**src/rtl/gray_pkg.sv**
```systemverilog
// rtl/gray_pkg.sv - shared FSM state type and Gray code helpers for gray_conv_arbiter
package gray_pkg;

  typedef enum logic [1:0] {IDLE, CONV, RESP} state_t;

  // Index width for a requester count; at least one bit so single-bit ports stay legal.
  function automatic int id_w(input int n);
    return (n > 1) ? $clog2(n) : 1;
  endfunction

  function automatic logic [31:0] bin2gray(input logic [31:0] b);
    return b ^ (b >> 1);
  endfunction

  // Each binary bit is the XOR of all Gray bits at and above it.
  function automatic logic [31:0] gray2bin(input logic [31:0] g);
    logic [31:0] b;
    b = g;
    for (int k = 1; k < 32; k++) b = b ^ (g >> k);
    return b;
  endfunction

endpackage

```
**src/rtl/rr_arbiter.sv**
```systemverilog
// rtl/rr_arbiter.sv - combinational round-robin pick starting at ptr
module rr_arbiter
  import gray_pkg::*;
#(
  parameter int NREQ = 4,
  localparam int ID_W = id_w(NREQ)
) (
  input  logic [NREQ-1:0] req,
  input  logic [ID_W-1:0] ptr,
  output logic [NREQ-1:0] grant,
  output logic [ID_W-1:0] idx,
  output logic            any
);

  int          pos;
  logic [ID_W-1:0] pos_idx;

  always_comb begin
    grant   = '0;
    idx     = '0;
    any     = 1'b0;
    pos     = 0;
    pos_idx = '0;
    for (int k = 0; k < NREQ; k++) begin
      pos     = (int'(ptr) + k) % NREQ;
      pos_idx = ID_W'(pos);
      if (!any && req[pos_idx]) begin
        any            = 1'b1;
        grant[pos_idx] = 1'b1;
        idx            = pos_idx;
      end
    end
  end

endmodule

```
**src/rtl/gray_conv_arbiter.sv**
```systemverilog
// rtl/gray_conv_arbiter.sv - round-robin shared binary/Gray converter; GRAY_DECODE_EN adds Gray-to-binary ops
module gray_conv_arbiter
  import gray_pkg::*;
#(
  parameter int NREQ = 4,
  parameter int W    = 4,
  localparam int ID_W = id_w(NREQ)
) (
  input  logic              clk,
  input  logic              rst_n,
  input  logic [NREQ-1:0]   req,
  input  logic [NREQ*W-1:0] req_data,
`ifdef GRAY_DECODE_EN
  input  logic [NREQ-1:0]   req_op,
`endif
  output logic [NREQ-1:0]   gnt,
  output logic              rsp_valid,
  output logic [W-1:0]      rsp_data,
  output logic [ID_W-1:0]   rsp_id,
`ifdef GRAY_DECODE_EN
  output logic              rsp_op,
`endif
  input  logic              rsp_ready
);

  state_t          state;
  logic [ID_W-1:0] ptr;
  logic [W-1:0]    op_q;
  logic [ID_W-1:0] id_q;
  logic [NREQ-1:0] win_onehot;
  logic [ID_W-1:0] win_idx;
  logic            win_any;
  logic [W-1:0]    conv_result;

  rr_arbiter #(.NREQ(NREQ)) u_arb (
    .req   (req),
    .ptr   (ptr),
    .grant (win_onehot),
    .idx   (win_idx),
    .any   (win_any)
  );

`ifdef GRAY_DECODE_EN
  logic dec_q;
  assign conv_result = dec_q ? W'(gray2bin(32'(op_q))) : W'(bin2gray(32'(op_q)));
`else
  assign conv_result = W'(bin2gray(32'(op_q)));
`endif

  always_ff @(posedge clk) begin
    if (!rst_n) begin
      state     <= IDLE;
      gnt       <= '0;
      rsp_valid <= 1'b0;
      rsp_data  <= '0;
      rsp_id    <= '0;
      ptr       <= '0;
      op_q      <= '0;
      id_q      <= '0;
`ifdef GRAY_DECODE_EN
      dec_q     <= 1'b0;
      rsp_op    <= 1'b0;
`endif
    end else begin
      case (state)
        IDLE: begin
          if (win_any) begin
            op_q  <= req_data[win_idx*W +: W];
            id_q  <= win_idx;
            gnt   <= win_onehot;
            ptr   <= (win_idx == ID_W'(NREQ-1)) ? '0 : win_idx + 1'b1;
`ifdef GRAY_DECODE_EN
            dec_q <= req_op[win_idx];
`endif
            state <= CONV;
          end
        end
        CONV: begin
          gnt       <= '0;
          rsp_data  <= conv_result;
          rsp_id    <= id_q;
          rsp_valid <= 1'b1;
`ifdef GRAY_DECODE_EN
          rsp_op    <= dec_q;
`endif
          state     <= RESP;
        end
        RESP: begin
          // Result held until accepted; the return through IDLE leaves one bubble cycle.
          if (rsp_ready) begin
            rsp_valid <= 1'b0;
            state     <= IDLE;
          end
        end
        default: state <= IDLE;
      endcase
    end
  end

endmodule

```
**config.mk**
```make
export PLATFORM = sky130hd
export DESIGN_NAME = gray_conv_arbiter
export DESIGN_NICKNAME = d
export VERILOG_FILES = /design/src/rtl/gray_pkg.sv /design/src/rtl/rr_arbiter.sv /design/src/rtl/gray_conv_arbiter.sv
export SDC_FILE = /design/constraint.sdc
export NUM_CORES = 1
export LEC_CHECK = 0
export CAP_MARGIN = 10
export CORE_MARGIN = 3
export CORE_UTILIZATION = 45
export CTS_CLUSTER_DIAMETER = 100
export DETAILED_ROUTE_END_ITERATION = 7
export GPL_TIMING_DRIVEN = 0
export PLACE_DENSITY = 0.74
export SYNTH_ARGS = -nofsm -noshare
export SYNTH_HDL_FRONTEND = slang
export SYNTH_SLANG_ARGS = --single-unit
export TNS_END_PERCENT = 50
```
**constraint.sdc**
```tcl
create_clock -name clk -period 4 [get_ports clk]
set_clock_uncertainty 0.15 [all_clocks]
set_input_delay 0.8 -clock clk [delete_from_list [all_inputs] [get_ports clk]]
set_output_delay 0.8 -clock clk [all_outputs]
set_load 0.05 [all_outputs]
```
After elaboration in Yosys (flattened, before gate mapping)
Cells that the tools add are included.
Word-level totals
  register bits: 21
  logic and storage cells: 83
  input port bits: 23
Cells by class
  $add $sub $neg: 4
  shift-type cells: 1
  equality and inequality tests: 5
  $lt $le $gt $ge: 8
  mux-type cells: 36
  bitwise gates (word level): 4
  reductions and logical operators: 17
Operators by type and width (count)
  4-bit two-way mux: 5
  16-bit by 5-bit variable part select with 4-bit output: 1
  2-bit two-way mux: 7
  1-bit two-way mux: 13
  2-bit by 3-bit less-than comparator with 1-bit output, second input constant: 4
  4-bit OR: 3
  1-bit binary-select mux with 2-bit select: 4
  1-bit demux with 2-bit select: 4
  2-bit by 1-bit >= comparator with 1-bit output, second input constant: 4
  4-bit one-hot mux with 2 select lines: 1
  2-bit AND reduction: 4
  1-bit logical AND: 7
  2-bit one-hot mux with 3 select lines: 1
  2-bit by 1-bit adder with 2-bit output, second input constant: 2
  2-bit adder, second input constant: 2
  2-bit equality test, second input constant: 2
  2-bit nonzero test: 2
  4-bit by 3-bit XOR with 4-bit output: 1
  1-bit logical NOT: 3
  2-bit by 1-bit equality test with 1-bit output, second input constant: 1
  2-bit logical NOT: 1
  2-bit by 1-bit != test with 1-bit output, second input constant: 1
  2-bit != test, second input constant: 1
  1-bit one-hot mux with 2 select lines: 1

Logic depth before layout (Yosys ltp)
Gate-level depths: netlist of run 1.
  word-level depth: 14
  mapped depth: 9

Cells and area by module
Synthesis of run 1 repeated with hierarchy kept, for this count alone.
Second synthesis, totals
  cell total of the unflattened synthesis: 131
  area total of the unflattened synthesis: 1368.8 µm²
By module, submodules not included
  gray_conv_arbiter: times used 1, cells an instance 86, seq. area each 420.4 µm², area an instance 947.2 µm²
  rr_arbiter: times used 1, cells an instance 45, seq. area each 0.0 µm², area an instance 421.7 µm²

Worst setup path before layout of run 1
OpenSTA, ideal clock, no wires.
  path type: flip-flop to flip-flop
  start: register ptr[0]
  end: register op_q[3]
  data required time: 3717 ps
  slack: 1351 ps
  arrival: 2366 ps
  clock period less this slack: 2649 ps
  path buffers: 1
  cell stages (with the launch flop): 10
  cells stage by stage: dfxtp_1 > buf_6 > inv_1 > ha_1 > mux4_2 > nor2b_4 > nor2_2 > o21ai_4 > mux2i_1 > o221ai_1
Between the ends
  word-level cells in the longest chain between the ends: 13
RTL lines
  start: declaration: RTL line gray_conv_arbiter.sv:27  | logic [ID_W-1:0] ptr;
  start signal: assignment: RTL line gray_conv_arbiter.sv:71  | ptr <= (win_idx == ID_W'(NREQ-1)) ? '0 : win_idx + 1'b1;
  parallel branches: the longest is 13 deep, another holds 2-bit by 1-bit adder with 2-bit output
  end signal: assignment: RTL line gray_conv_arbiter.sv:68  | op_q <= req_data[win_idx*W +: W];
  end: declaration: RTL line gray_conv_arbiter.sv:28  | logic [W-1:0] op_q;
Several ways; the timed one is not identified. The select of a mux whose other input is x is not followed.
A chain may end at the register's enable or synchronous reset.

Worst setup path after layout of run 1
  start: register ptr[0]
  end: register op_q[0]
The elaborated chain is that of the path after synthesis.

==> results_dict.tcl, run 1 <==
set metrics [dict create \
    min_hold_slack_ns 0.323 \
    cts.repair_timing.setup_buffer_count 0 \
    crit_path_start_kind "register" \
    drt_wl_total_mm 2.99 \
    pwr_per_cell_area_nw_per_um2 562 \
    utilization_pct 62.7 \
    worst-slew-pin-transition_ns 0.755 \
    clock.fmax_mhz 329 \
    ys_dominant_reg_cell "sky130_fd_sc_hd__dfxtp_1" \
    filler_cell_count 246 \
    final-seq-area_um2 420 \
    post_route_drc_violation_count 0 \
    antenna_cells_inserted 0 \
    crit_type "register to register" \
    port_buffers 33 \
    place.detailed.hpwl_mm 2.37 \
    finalHoldViolations 0 \
    post-route-cell-area_um2 1770 \
    die_y_um 61.3 \
    dp_cells 206 \
    clock_sink_count 21 \
    netlist-cell-type-count 39 \
    route.vias.total 1220 \
    period_share_pct 76.0 \
    placementRows 19 \
    final-setup-viol-count 0 \
    worst_path_clk_slew_ns 0.11 \
    pin_count_of_the_biggest_net_entering_global_routing 12 \
    timing.critical_path.buf_inv 2 \
    critical-path-top-delay-family "simple AND/OR/NAND/NOR gates" \
    grtUsageTotal_pct 17.4 \
    fp.dieW_um 61.3 \
    detail_routed_via_count_per_cell 5.81 \
    min_path_type "register to register" \
    drt_iter0_markers 52 \
    area_of_the_multi_input_gates_um2 880 \
    global_route.overflow_total 0 \
    worstPathArrival_ns 3.12 \
    final_max_slew_viol_count 0 \
    drtPass1Iterations 4 \
    clockBufferDepth 2 \
    drv.max_cap_violation_count 0 \
    reg2reg_slack_ns 0.96 \
    detailed_place.area_um2 1750 \
    setup-tns-final_ns 0 \
    cells_after_synth 142 \
    post_route_cells_drive_above_1_share_pct 9.50 \
    syn_avg_cell_area_um2 9.70 \
    ant_nets 0 \
    timing.critical_path.required_ns 4.08 \
    tritoncts "done" \
    period_needed_ns 3.04 \
    peakVddDrop_mv 0.328 \
    rsz0062_at_grt "false" \
    deepest_level_of_the_cts_h_tree 1 \
    synth_enable_flop_cells 0 \
    list_of_cells_traversed_by_the_critical_path "buf_6 -> inv_1 -> ha_1 -> mux4_2 -> nor4b_4 -> o21ai_2 -> nand2b_1 -> o221ai_1" \
    final-instance-count-excl-fill 210 \
    outcome "finished, final reports clean" \
    yosys_register_bits 21 \
    synth_nets 172 \
    cts_inserted_buffers 3 \
    endpoint_of_the_most_critical_setup_path "op_q[0]" \
    grt_pass1_vias 1103 \
    postSynth.asyncResetShare_pct 0 \
    total_power_uw 996 \
    placeableCoreArea_um2 2830 \
    cp-startpoint "ptr[0]" \
    antenna_violations_before_repair 0 \
    yosys_warnings 0 \
    grt_pass1_wl_mm 4.95 \
    gp_congestion 0.799 \
    slew-limit-headroom_pct 49.3 \
    final_net_count 210 \
    floorplan.initialDensity_pct 48.7 \
    pre_cts_ws_ns 0.729 \
    setup_ws_ns 0.960 \
    post_cts_resized 0 \
    timing.critical_path.slowest_cell_delay_ns 0.52 \
    holdBufCountCts 0 \
    die_area_um2 3760 \
    wire_length_per_cell_after_detailed_routing_um 14.2 \
    critical-path-slowest-cell "sky130_fd_sc_hd__dfxtp_1" \
    worstPathMaxFanout 10 \
    ys_seq_area_share_pct 30.5 \
    critical_path_depth_in_cells 8 \
    io_pins 34 \
    clockRootBuffer "sky130_fd_sc_hd__clkbuf_4" \
    clock_latency_ns 0.30 \
    static-leakage-power_nw 0.684 \
    r2r_cells 8 \
    crit-reg2reg-capture "op_q[0]" \
    post_synth_instance_area_um2 1380 \
    rr_startpoint "ptr[0]" \
    end_kind "register" \
    flow.area_growth_from_synthesis_pct 28.7 \
]
report_power, final:
part           internal (mW)  switching [mW]
combinational          0.272           0.319
sequential             0.258          0.0444
clock                 0.0389          0.0630
total                  0.569           0.427
worst min-delay path by stage:
stage                      startpoint           to  slack, ns  cells after the start
after floorplan               id_q[0]    rsp_id[0]       0.29                      2
after global placement    rsp_data[3]  rsp_data[3]       0.31                      2
after detailed placement  rsp_data[3]  rsp_data[3]       0.31                      2
after CTS                 rsp_data[3]  rsp_data[3]       0.33                      2
after global routing      rsp_data[3]  rsp_data[3]       0.36                      2
final                     rsp_data[3]  rsp_data[3]       0.32                      2
area by class of cell:
cell class,count,area share (%)
buffer,7,3.74
clock buffer,4,1.48
inverter,3,0.635
multi-input combinational,111,49.6
sequential,21,23.7
tap,31,2.19
timing repair buffer,33,18.6
routing by layer:
| layer | global-route usage, % | share of wire (%) |
|---|---|---|
| met2 | 29.2 | 50 |
| met3 | 5.24 | 7.1 |
| met4 | 3.03 | 0.54 |
| met1 | 22.5 | 42 |
| met5 | 0 | 0 |
tightest hold or removal path: stages, from the launching register on:
cell and delay, ns:
sky130_fd_sc_hd__dfxtp_1 0.33, sky130_fd_sc_hd__nand2_1 0.05, sky130_fd_sc_hd__a21boi_0 0.06
sequential cells by signal, summed over array words and instances, names as in the netlist:
register and count:
ptr 2, rsp_id 2, rsp_data 4, rsp_valid 1, id_q 2, gnt 4
state 2, op_q 4
synthesized netlist by cell type, types with 2 or more instances:
| library cell | count | area (um2) |
|---|---|---|
| sky130_fd_sc_hd__ha_1 | 7 | 87.6 |
| sky130_fd_sc_hd__o211a_1 | 4 | 40.0 |
| sky130_fd_sc_hd__a21oi_1 | 2 | 10.0 |
| sky130_fd_sc_hd__nor2b_1 | 2 | 12.5 |
| sky130_fd_sc_hd__o21ai_0 | 7 | 35.0 |
| sky130_fd_sc_hd__buf_6 | 2 | 22.5 |
| sky130_fd_sc_hd__nor3_1 | 4 | 20.0 |
| sky130_fd_sc_hd__o221ai_1 | 4 | 35.0 |
| sky130_fd_sc_hd__a21boi_0 | 8 | 60.1 |
| sky130_fd_sc_hd__nand2b_1 | 3 | 18.8 |
| sky130_fd_sc_hd__a22oi_1 | 8 | 60.1 |
| sky130_fd_sc_hd__dfxtp_1 | 21 | 420 |
| sky130_fd_sc_hd__nand3_1 | 10 | 50.1 |
| sky130_fd_sc_hd__xnor2_1 | 5 | 43.8 |
| sky130_fd_sc_hd__nand2_1 | 18 | 67.6 |
| sky130_fd_sc_hd__mux4_2 | 3 | 67.6 |
| sky130_fd_sc_hd__mux2i_1 | 10 | 100 |
| sky130_fd_sc_hd__inv_1 | 3 | 11.3 |
logic make-up after synthesis:
logic type / share of synthesized area [%]
flip-flops: 30.5
XOR/XNOR: 3.18
adder cells (fa/ha/maj): 6.36
AO/OA/AOI/OAI: 21.3
multiplexers: 14.9
AND/OR/NAND/NOR: 18.2
buffers and inverters: 5.63
layout by cell type (no fill, tap or decap), types with 2 or more instances in the layout:
cell                              count
sky130_fd_sc_hd__clkbuf_4             3
sky130_fd_sc_hd__buf_6                2
sky130_fd_sc_hd__a22oi_1              8
sky130_fd_sc_hd__a21oi_1              2
sky130_fd_sc_hd__a21boi_0             8
sky130_fd_sc_hd__nand3_1             10
sky130_fd_sc_hd__clkdlybuf4s50_1     33
sky130_fd_sc_hd__clkbuf_1             2
sky130_fd_sc_hd__nor2b_1              2
sky130_fd_sc_hd__ha_1                 7
sky130_fd_sc_hd__mux2i_1             10
sky130_fd_sc_hd__o21ai_0              7
sky130_fd_sc_hd__dfxtp_1             21
sky130_fd_sc_hd__xnor2_1              5
sky130_fd_sc_hd__o221ai_1             4
sky130_fd_sc_hd__mux4_2               3
sky130_fd_sc_hd__inv_1                3
sky130_fd_sc_hd__nand2_1             18
sky130_fd_sc_hd__o211a_1              4
sky130_fd_sc_hd__nand2b_1             3
sky130_fd_sc_hd__nor3_1               4
No activity file was read; power rests on OpenSTA's default activity.
==> run 2, diff against run 1 <==
==> constraint.sdc (replaced) <==
create_clock -name clk -period 3.05 [get_ports clk]
set_clock_uncertainty 0.15 [all_clocks]
set_input_delay 0.61 -clock clk [delete_from_list [all_inputs] [get_ports clk]]
set_output_delay 0.61 -clock clk [all_outputs]
set_load 0.05 [all_outputs]
==> run 2 against run 1 <==
  * Utilization grew 1.5 points
  * Global-route usage did not move
  * Critical path type unchanged
  * Final area increased by 2.5%
  * Register-to-register slack got worse by 0.75 ns
  * Highest routed layer is now met3
  * Critical endpoint unchanged
  * Worst hold slack about the same
==> results_dict.tcl, run 2 (synthesis gave the netlist of run 1 again) <==
set metrics [dict create \
    detail_routed_via_count_per_cell 5.75 \
    tritoncts "done" \
    static-leakage-power_nw 0.709 \
    route.vias.total 1230 \
    drt_wl_total_mm 3.02 \
    drtPass1Iterations 4 \
    final_max_slew_viol_count 0 \
    area_of_the_multi_input_gates_um2 880 \
    filler_cell_count 239 \
    worstPathMaxFanout 10 \
    finalHoldViolations 0 \
    slew-limit-headroom_pct 49.3 \
    rsz0062_at_grt "false" \
    drv.max_cap_violation_count 0 \
    holdBufCountCts 0 \
    clock_sink_count 21 \
    mostFrequentLayoutCells "33 x sky130_fd_sc_hd__clkdlybuf4s50_1, 20 x sky130_fd_sc_hd__dfxtp_1, 18 x sky130_fd_sc_hd__nand2_1, 10 x sky130_fd_sc_hd__mux2i_1, 10 x sky130_fd_sc_hd__nand3_1" \
    placeableCoreArea_um2 2830 \
    min_hold_slack_ns 0.323 \
    placementRows 19 \
    grt_pass1_wl_mm 4.95 \
    grt_pass1_vias 1103 \
    clock.fmax_mhz 352 \
    worst-slew-pin-transition_ns 0.754 \
    flow.area_growth_from_synthesis_pct 31.9 \
    list_of_cells_traversed_by_the_critical_path "buf_6 -> inv_1 -> ha_1 -> mux4_2 -> nor2b_4 -> nor2_2 -> o21ai_4 -> buf_12 -> mux2i_1 -> o221ai_1" \
    post_route_cells_drive_above_1_share_pct 12.0 \
    outcome "finished, final reports clean" \
    pre_cts_ws_ns -0.0307 \
    post_route_drc_violation_count 0 \
    drt_iter0_markers 49 \
    crit_path_start_kind "register" \
    antenna_violations_before_repair 0 \
    cts_inserted_buffers 3 \
    global_route.overflow_total 0 \
    crit_type "register to register" \
    end_kind "register" \
    clockRootBuffer "sky130_fd_sc_hd__clkbuf_4" \
    final-setup-viol-count 0 \
    peakVddDrop_mv 0.433 \
    period_needed_ns 2.84 \
    dp_cells 206 \
    die_area_um2 3760 \
    floorplan.initialDensity_pct 48.7 \
    antenna_cells_inserted 0 \
    timing.critical_path.slowest_cell_delay_ns 0.44 \
    clock_latency_ns 0.30 \
    reg.largest.list "gnt: 4 flops, op_q: 4 flops, rsp_data: 4 flops" \
    die_y_um 61.3 \
    ant_nets 0 \
    period_share_pct 93.1 \
    port_buffers 33 \
    total_power_mw 1.37 \
    final_net_count 214 \
    min_path_type "register to register" \
    final_common_cell "sky130_fd_sc_hd__clkdlybuf4s50_1" \
    pwr_per_cell_area_nw_per_um2 753 \
    final-instance-count-excl-fill 214 \
    timing.critical_path.required_ns 3.09 \
    deepest_level_of_the_cts_h_tree 1 \
    io_pins 34 \
    wire_length_per_cell_after_detailed_routing_um 14.1 \
    gp_congestion 0.799 \
    setup_ws_ns 0.211 \
    grtUsageTotal_pct 17.4 \
    place.detailed.hpwl_mm 2.37 \
    clockBufferDepth 2 \
    fp.dieW_um 61.3 \
    worstPathArrival_ns 2.87 \
    pin_count_of_the_biggest_net_entering_global_routing 12 \
    final-seq-area_um2 422 \
    worst_path_clk_slew_ns 0.11 \
    critical-path-slowest-cell "sky130_fd_sc_hd__dfxtp_2" \
]
-- run 2: path summary, 6_finish.rpt --
check              startpoint           to  cells past startpoint  slack, ns
setup / recovery       ptr[0]      op_q[0]                     10       0.21
hold reg to reg   rsp_data[3]  rsp_data[3]                      2       0.32
hold / removal    rsp_data[3]  rsp_data[3]                      2       0.32
setup reg to reg       ptr[0]      op_q[0]                     10       0.21
-- run 2: report_power, final --
part,internal [mW],total (mW),switching (mW)
Clock,0.0510,0.134,0.0832
Combinational,0.403,0.835,0.431
Sequential,0.340,0.399,0.0593
-- run 2: worst max-delay path: cells and delay by family (launching register included) --
family	cells	cell delay, ns
mux	2	0.64
buf+inv	3	0.46
flops	1	0.44
fa+ha+maj	1	0.44
compound gates	2	0.30
simple gates	2	0.28
-- run 2: layout make-up --
class | instances | area share (%)
multi-input cells | 111 | 48.4
clock buffers | 4 | 1.45
plain buffers | 7 | 3.65
repair buffers | 37 | 20.5
well taps | 31 | 2.13
inverters | 3 | 0.620
flip-flops and latches | 21 | 23.2
-- run 2: per-layer routing --
layer / global-route usage [%] / wire length, um
met5: 0 / 0
met4: 3.03 / 0
met3: 5.24 / 178
met2: 29.2 / 1540
met1: 22.5 / 1300
-- run 2: stage by stage --
stage	TNS, ns	instance area [um2]	utilization [%]
after floorplan	0	1380	-
after global placement	0	1750	61.7
after detailed placement	-0.0307	1750	61.7
after CTS	0	1770	62.7
after global routing	0	1820	64.2
final	0	1820	64.2
-- run 2: what timing repair did --
item / 4_1_cts / 5_1_grt
endpoints found under the setup margin: 0 / 10
endpoints found under the hold margin: 0 / 0
setup buffers: 0 / 4
resized for setup: 0 / 1
==> run 3, diff against run 2 <==
--- a/config.mk
+++ b/config.mk
@@ -10,7 +10,6 @@
 export CORE_UTILIZATION = 45
 export CTS_CLUSTER_DIAMETER = 100
 export DETAILED_ROUTE_END_ITERATION = 7
-export GPL_TIMING_DRIVEN = 0
 export PLACE_DENSITY = 0.74
 export SYNTH_ARGS = -nofsm -noshare
 export SYNTH_HDL_FRONTEND = slang
==> run 3 against run 2 <==
  * Critical path depth shrank 4
  * Power down 3.9%
  * Final cell count shrank 2.8%
  * Sequential power shrank 4%
  * Setup slack improved by 0.13 ns
  * Non-clock buffer count is 6 lower
  * Clock-buffer cell count unchanged
  * Largest cell class unchanged
==> results_dict.tcl, run 3 (synthesis gave the netlist of run 1 again) <==
set metrics [dict create \
    post-route-cell-area_um2 1740 \
    mostFrequentLayoutCells "33 x sky130_fd_sc_hd__clkdlybuf4s50_1, 21 x sky130_fd_sc_hd__dfxtp_1, 18 x sky130_fd_sc_hd__nand2_1, 10 x sky130_fd_sc_hd__mux2i_1, 10 x sky130_fd_sc_hd__nand3_1" \
    drv.max_cap_violation_count 0 \
    drt_wl_total_mm 2.98 \
    final_common_cell "sky130_fd_sc_hd__clkdlybuf4s50_1" \
    route.vias.total 1174 \
    antenna_cells_inserted 0 \
    worstPathArrival_ns 2.78 \
    setup-tns-final_ns 0 \
    deepest_level_of_the_cts_h_tree 1 \
    cts.repair_timing.setup_buffer_count 0 \
    holdBufCountCts 0 \
    dp_cells 204 \
    power.share.sequential_pct 29.1 \
    clockRootBuffer "sky130_fd_sc_hd__clkbuf_4" \
    slew-limit-headroom_pct 52.6 \
    switching_component_of_the_power_uw 569 \
    post_route_drc_violation_count 0 \
    antenna_violations_before_repair 0 \
    power_switching_share_pct 43.3 \
    pre_cts_ws_ns 0.0702 \
    drt_iter0_markers 31 \
    finalHoldViolations 0 \
    drtPass1Iterations 4 \
    ant_nets 0 \
    flow.area_growth_from_synthesis_pct 26.6 \
    grt_pass1_vias 1112 \
    crit-reg2reg-capture "op_q[2]" \
    grt_pass1_wl_mm 4.89 \
    floorplan.initialDensity_pct 48.7 \
    static-leakage-power_nw 0.667 \
    outcome "finished, final reports clean" \
    timing.critical_path.required_ns 3.13 \
    post_route_cells_drive_above_1_share_pct 10.2 \
    cp-startpoint "req[0]" \
    post_cts_resized 0 \
    rr_startpoint "ptr[0]" \
    period_share_pct 88.7 \
    die_y_um 61.3 \
    end_kind "register" \
    detail_routed_via_count_per_cell 5.64 \
    cellInternalPower_uw 746 \
    endpoint_of_the_most_critical_setup_path "op_q[2]" \
    crit_type "input port to register" \
    place.detailed.hpwl_mm 2.28 \
    clock_power_share_pct 10.1 \
    clockBufferDepth 2 \
    placementRows 19 \
    die_area_um2 3760 \
    min_path_type "register to register" \
    detailed_place.area_um2 1720 \
    final-setup-viol-count 0 \
    wire_length_per_cell_after_detailed_routing_um 14.3 \
    min_hold_slack_ns 0.321 \
    rsz0062_at_grt "false" \
    final_max_slew_viol_count 0 \
    combPwrFrac_pct 60.8 \
    final-instance-count-excl-fill 208 \
    clock_latency_ns 0.31 \
    reg.largest.list "gnt: 4 flops, op_q: 4 flops, rsp_data: 4 flops" \
    worstPathMaxFanout 9 \
    r2r_cells 7 \
    reg2reg_slack_ns 0.47 \
    peakVddDrop_mv 0.370 \
    final_net_count 208 \
    pin_count_of_the_biggest_net_entering_global_routing 22 \
    global_route.overflow_total 0 \
    gp_congestion 0.886 \
    pwr_per_cell_area_nw_per_um2 754 \
    tritoncts "done" \
    port_buffers 33 \
    io_pins 34 \
    grtUsageTotal_pct 17.1 \
    worst-slew-pin-transition_ns 0.706 \
    utilization_pct 61.7 \
    clock.fmax_mhz 370 \
    fp.dieW_um 61.3 \
    period_needed_ns 2.70 \
    crit_path_start_kind "input port" \
    placeableCoreArea_um2 2830 \
    total_power_mw 1.31 \
    worst_path_clk_slew_ns 0.11 \
    clock_sink_count 21 \
    cts_inserted_buffers 3 \
    setup_ws_ns 0.346 \
]
==> run 3: cell count changes in the layout (fill, tap and decap cells not counted) <==
cell / previous run / this run
sky130_fd_sc_hd__dfxtp_2: 1 / 0
sky130_fd_sc_hd__buf_12: 1 / 0
sky130_fd_sc_hd__buf_4: 4 / 5
sky130_fd_sc_hd__clkdlybuf4s50_2: 1 / 0
sky130_fd_sc_hd__buf_6: 2 / 0
sky130_fd_sc_hd__dfxtp_1: 20 / 21
sky130_fd_sc_hd__dlygate4sd1_1: 1 / 0
sky130_fd_sc_hd__dlymetal6s2s_1: 1 / 0
sky130_fd_sc_hd__clkbuf_1: 2 / 1
==> run 3: layer usage <==
layer	global-route usage, %	vias to the layer above	wire length [um]
li1	-	596	-
met1	21.7	528	1320
met2	27.9	43	1430
met3	5.03	7	178
met4	5.45	0	50
met5	0	-	0
==> run 3: worst min-delay path by stage <==
stage	startpoint	end	slack [ns]	depth (start not counted)
finish	rsp_data[3]	rsp_data[3]	0.32	2
global route	rsp_id[0]	rsp_id[0]	0.35	2
CTS	rsp_data[3]	rsp_data[3]	0.32	2
detailed placement	rsp_data[3]	rsp_data[3]	0.31	2
global placement	rsp_id[1]	rsp_id[1]	0.30	2
floorplan	id_q[0]	rsp_id[0]	0.29	2
==> run 3: power groups by stage <==
stage / Clock [mW] / Combinational [mW] / Sequential [mW]
after global routing: 0.144 / 0.867 / 0.391
final: 0.133 / 0.799 / 0.382
after detailed placement: 0 / 0.791 / 0.389
after global placement: 0 / 0.763 / 0.387
after CTS: 0.135 / 0.794 / 0.383
after floorplan: 0 / 0.528 / 0.470
==> run 3: critical path, cell delays in order <==
cell and delay (ns):
sky130_fd_sc_hd__clkdlybuf4s50_1 0.54, sky130_fd_sc_hd__mux4_2 0.58, sky130_fd_sc_hd__nor4b_4 0.46, sky130_fd_sc_hd__o21ai_2 0.15
sky130_fd_sc_hd__nand2b_1 0.22, sky130_fd_sc_hd__o221ai_1 0.21
==> run 3: area by class of cell <==
cell class,instances,area [um2]
timing repair buffer,38,368
multi-input combinational,111,880
clock buffer,4,26.3
fill,240,1080
inverter,3,11.3
sequential,21,420
tap,31,38.8
